## src/rtl/line_burst_adaptor.sv

```systemverilog
// line_burst_adaptor
//   Converts one 256-bit line fill / writeback request into a 4-beat 64-bit
//   burst on the downstream side. Beats are counted on burst_resp, so gaps
//   between beats are tolerated.
//
// Ports
//   clk, rst_n              : clock (rising edge), async active-low reset
//   line_read, line_write   : upstream requests, sampled only in IDLE
//   line_address            : upstream address (line aligned on latch)
//   line_wdata              : line to write back
//   line_rdata              : last completed fill line
//   line_resp               : one-cycle completion pulse
//   burst_address           : latched, line-aligned address
//   burst_read, burst_write : held high for the whole READ / WRITE state
//   burst_wdata             : outgoing beat (0 outside WRITE)
//   burst_rdata, burst_resp : incoming beat and beat-valid
//   err                     : timeout pulse (constant 0 unless enabled)
//
// Build option
//   LBA_TIMEOUT_EN : when defined, a stalled burst aborts after TIMEOUT
//                    cycles without a beat and err pulses for one cycle.
//
// States
//   IDLE  | waiting for a line request
//   READ  | collecting 4 beats from memory
//   WRITE | sending 4 beats to memory
//   DONE  | line_resp pulse, then back to IDLE

module line_burst_adaptor #(
  parameter int TIMEOUT = 255
) (
  input  logic         clk,
  input  logic         rst_n,
  input  logic         line_read,
  input  logic         line_write,
  input  logic [31:0]  line_address,
  input  logic [255:0] line_wdata,
  output logic [255:0] line_rdata,
  output logic         line_resp,
  output logic [31:0]  burst_address,
  output logic         burst_read,
  output logic         burst_write,
  output logic [63:0]  burst_wdata,
  input  logic [63:0]  burst_rdata,
  input  logic         burst_resp,
  output logic         err
);

  typedef enum logic [1:0] {IDLE, READ, WRITE, DONE} state_t;

  state_t         state, state_nxt;
  logic [1:0]     cnt;
  logic [31:0]    addr_q;
  logic [255:0]   wdata_q;
  logic [191:0]   fill_q;
  logic           busy;
  logic           beat;
  logic           timeout_hit;

  assign busy = (state == READ) || (state == WRITE);
  assign beat = busy && burst_resp;

`ifdef LBA_TIMEOUT_EN
  localparam int TCNT_W = (TIMEOUT > 1) ? $clog2(TIMEOUT + 1) : 1;

  logic [TCNT_W-1:0] tcnt;
  logic              err_q;

  // Idle holds the counter at 0, which also clears it on entry to a burst.
  always_ff @(posedge clk or negedge rst_n) begin
    if (!rst_n) begin
      tcnt  <= '0;
      err_q <= 1'b0;
    end else begin
      err_q <= timeout_hit;
      if (!busy || beat) tcnt <= '0;
      else               tcnt <= tcnt + 1'b1;
    end
  end

  // The TIMEOUT-th consecutive beatless cycle is the last one spent in the burst.
  assign timeout_hit = busy && !beat && (tcnt == TCNT_W'(TIMEOUT - 1));
  assign err         = err_q;
`else
  assign timeout_hit = 1'b0;
  assign err         = 1'b0;

  // TIMEOUT only matters to the timeout build; referenced here so the
  // parameter stays part of the interface in every build.
  if (TIMEOUT < 1) begin : g_timeout_unused
  end
`endif

  always_ff @(posedge clk or negedge rst_n) begin
    if (!rst_n) begin
      state <= IDLE;
    end else begin
      state <= state_nxt;
    end
  end

  always_comb begin
    state_nxt = state;
    unique case (state)
      IDLE: begin
        if (line_write)     state_nxt = WRITE;
        else if (line_read) state_nxt = READ;
      end
      READ, WRITE: begin
        if (timeout_hit)               state_nxt = IDLE;
        else if (beat && cnt == 2'd3)  state_nxt = DONE;
      end
      DONE:    state_nxt = IDLE;
      default: state_nxt = IDLE;
    endcase
  end

  // Beats 0..2 land in a staging buffer; line_rdata is replaced only when
  // the fourth beat arrives, so it never shows a partial or aborted fill.
  always_ff @(posedge clk or negedge rst_n) begin
    if (!rst_n) begin
      cnt        <= 2'd0;
      addr_q     <= '0;
      wdata_q    <= '0;
      fill_q     <= '0;
      line_rdata <= '0;
    end else begin
      if (state == IDLE && state_nxt != IDLE) begin
        addr_q  <= line_address & 32'hFFFF_FFE0;
        wdata_q <= line_wdata;
        cnt     <= 2'd0;
      end else if (beat) begin
        cnt <= cnt + 2'd1;
        if (state == READ) begin
          unique case (cnt)
            2'd0:    fill_q[63:0]    <= burst_rdata;
            2'd1:    fill_q[127:64]  <= burst_rdata;
            2'd2:    fill_q[191:128] <= burst_rdata;
            default: line_rdata      <= {burst_rdata, fill_q};
          endcase
        end
      end
    end
  end

  assign burst_address = addr_q;
  assign burst_read    = (state == READ);
  assign burst_write   = (state == WRITE);
  assign line_resp     = (state == DONE);
  assign burst_wdata   = (state == WRITE) ? wdata_q[{cnt, 6'd0} +: 64] : 64'd0;

endmodule

```

## config.mk

```make
export PLATFORM = sky130hd
export DESIGN_NAME = line_burst_adaptor
export DESIGN_NICKNAME = d
export VERILOG_FILES = /design/src/rtl/line_burst_adaptor.sv
export SDC_FILE = /design/constraint.sdc
export NUM_CORES = 1
export LEC_CHECK = 0
export ABC_CLOCK_PERIOD_IN_PS = 2100
export CORE_AREA = 5 5 278 280
export DETAILED_ROUTE_END_ITERATION = 8
export DIE_AREA = 0 0 283 285
export HOLD_SLACK_MARGIN = 0.15
export MAX_ROUTING_LAYER = met4
export PLACE_DENSITY = 0.69
export SETUP_SLACK_MARGIN = 0.02
export SYNTH_ARGS = -nofsm -noshare
export SYNTH_HDL_FRONTEND = slang
export SYNTH_SLANG_ARGS = --single-unit
```

## constraint.sdc

```tcl
create_clock -name clk -period 2.1 [get_ports clk]
set_input_delay 0.315 -clock clk [delete_from_list [all_inputs] [get_ports clk]]
set_output_delay 0.315 -clock clk [all_outputs]
set_load 0.005 [all_outputs]
```

==> impl_metrics.toml <==
[setup_path]
crit_path_end_kind = "output pin"
crit_end = "burst_wdata[37]"
cp-startpoint = "cnt[0]"
crit_type = "register to output pin"
worst_r2r_startpoint = "cnt[0]"
rr_worst_depth = 13
critPathArrivalTime_ns = 2.28
rr_endpoint = "line_rdata[240]"
worstPathMaxFanout = 7
r2r_slack_ns = -0.27
start_kind = "register"
worstPathRequired_ns = 1.78

[clock_tree]
clock_path_buffers = 3
worstSkewPairLatency_ns = 0.63
htree_levels = 3
cts_buffers = 79
clkSlewWorstSetupHoldPaths_ns = 0.06
cts.sinks = 735
cts_tree = "done"
ctsRootBufferMaster = "clkbuf_16"

[synth]
yosysSeqAreaShare = 0.625
synth_cell_types = 27
synth.ff_latch_count = 735
syn_avg_cell_area_sq_um = 17.0
synth_cells = 1735
netlist_area_sq_mm = 0.0294
synth_warnings = 0

[floorplan]
core_area_sq_mm = 0.0742
die_h_um = 285
dieArea_sq_mm = 0.0807
fp.dieW_um = 283
io_pins = 713
start_util = 0.397
rows = 100

[job]
max_cap_violations = 0

[power_and_ir_drop]
p_comb_frac = 0.354
p_sw_mw = 15.2
powerDensity_mw_per_mm2 = 1210
cellLeakagePower_nw = 20.0
clkPwrFrac = 0.254
sequentialPowerShare = 0.392
switching_share = 0.283
total_power_mw = 53.6
p_int_mw = 38.4
max-vdd-ir-drop_uv = 927

[sta]
setup_ws_ns = -0.498
period_needed_ns = 2.60
finalCritPeriodShare = 1.24
maxSlewHeadroom = 0.435
fmax_mhz = 385
worstMarginPinSlew_ns = 0.845
setup_violations = 472
setup_tns_ns = -75.23
rsz0062_at_grt = "yes"
maxSlewViolCount = 0
fin_skew_ns = 0.0245
hold_violations = 0

[route]
drc = 0
drt_iter0_drc = 806
ant_nets = 0
wl_per_cell_um = 25.5
wl_met1_um = 37000
top_layer = "met4"
via_per_inst = 5.07
met3_length_um = 7060
routed_wl_um = 94200
num_vias = 18800
detail_route.first_pass.iterations = 4
wl_met2_um = 47500

[global_route]
grt_max_degree = 89
grt_pass1_vias = 21000
grt_use_total = 0.225
grt_overflow = 0
antenna_found_initial = 22
grt_pass1_wl_um = 136000

[placement]
io_buffers = 701
routabilityCongestion = 0.848
place_area_sq_mm = 0.0383
dp_slack_ns = -0.329
hpwl_um = 61800

[cells_and_area]
drive_gt1_frac = 0.474
fin_area_sq_mm = 0.0443
nets = 3012
area_growth_pct = 50.4

[hold_path]
hp-class = "input pin to register"
whs_path_depth = 2

[outcome]
outcome = "finished, violations left"
violations = "setup timing"
[cell type report]
class	instances	area, sq um
tap	969	1210
multi-input combinational	896	11100
inverter	5	23.8
clock buffer	117	2250
clock inverter	26	300
sequential	735	18400
timing repair buffer	930	10900
antenna	22	55.1
fill	5515	29900
[metal layers]
metal / vias up / GRT usage
li1: 8105 / -
met4: 0 / 0.0681
met1: 9880 / 0.264
met3: 135 / 0.0685
met5: - / -
met2: 647 / 0.378
[cells in the mapped netlist]
cell / instances / area [sq um]
buf_2: 56 / 280
o32ai_1: 1 / 8.76
mux4_2: 64 / 1440
a21oi_1: 2 / 10.0
nor3b_1: 1 / 7.51
dfrtp_1: 735 / 18400
ha_1: 8 / 100
conb_1: 1 / 3.75
mux2_2: 710 / 8000
o41a_1: 1 / 11.3
buf_4: 8 / 60.1
clkbuf_1: 14 / 52.6
inv_1: 5 / 18.8
buf_1: 1 / 3.75
xnor2_1: 1 / 8.76
a211oi_1: 1 / 7.51
and2_1: 64 / 400
a211o_1: 1 / 8.76
nand3_1: 2 / 10.0
nand2b_1: 1 / 6.26
buf_8: 2 / 30.0
and3_1: 1 / 6.26
nor2_1: 2 / 7.51
buf_6: 25 / 282
mux2_1: 21 / 236
nor2_8: 1 / 20.0
nand2_1: 6 / 22.5
[per-stage QoR]
stage	hold slack, ns	util	cells
after floorplan	0.0194	-	1740
final	0.298	0.597	3700
after global placement	0.219	0.517	3407
after global routing	0.262	0.596	3699
after CTS	0.248	0.584	3653
after detailed placement	0.228	0.517	3407
[worst max-delay path, cell delays in order (launching register included)]
cell and delay (ns):
dfrtp_4 0.51, buf_12 0.17, buf_16 0.15, buf_4 0.13, mux4_2 0.40, and2_4 0.14
buf_2 0.13
[power by group through the flow]
stage	logic (mW)	registers, mW	clock network [mW]
final	18.9	21.0	13.6
after global routing	20.2	21.5	14.5
after CTS	17.6	20.9	13.9
after detailed placement	15.9	21.2	0
after global placement	15.5	20.8	0
after floorplan	10.0	20.1	0
[worst min path at each step]
| stage | to | from | slack [ns] |
|---|---|---|---|
| 3_5_place_dp | line_rdata[9] | rst_n | 0.23 |
| 5_1_grt | wdata_q[95] | line_wdata[95] | 0.26 |
| 3_3_place_gp | line_rdata[9] | rst_n | 0.22 |
| 2_1_floorplan | burst_address[10] | rst_n | 0.02 |
| 4_1_cts | wdata_q[224] | line_wdata[224] | 0.25 |
| 6_report | wdata_q[170] | line_wdata[170] | 0.30 |
[placed cells by master, fill, tap and decap left out, drive strengths merged, types with 2 or more instances in the layout]
master,n
clkdlybuf4s50,633
nor2,3
clkdlybuf4s15,2
clkbuf,131
conb,6
and2,64
buf,278
mux4,64
nand3,2
dfrtp,735
nand2,8
inv,10
dlygate4sd3,3
clkinv,18
bufinv,2
ha,8
mux2,731
a21oi,2
diode,22
[state kept, by name, summed over array words and instances (netlist names)]
register / flops
burst_address: 27
cnt: 2
fill_q: 192
line_rdata: 256
state: 2
wdata_q: 256
[cells by family (layout without fill, tap and decap cells)]
group                    Yosys count  count (layout)  synth area share
buffers and inverters            111            1078            0.0247
AND/OR/NAND/NOR                   78              80            0.0163
other                              1              28          0.000127
flip-flops                       735             735             0.625
adder cells (fa/ha/maj)            8               8           0.00340
XOR/XNOR                           1               1          0.000298
multiplexers                     795             795             0.329
AO/OA/AOI/OAI                      6               6           0.00157
[repair_timing]
action	4_1_cts	5_1_grt
gates cloned	38	20
hold endpoints to repair	360	0
hold buffers	3	0
pin swaps	49	21
buffers inserted	63	38
resized for setup	529	197
endpoints found under the setup margin	536	790
No activity file was read; power rests on OpenSTA's default activity.
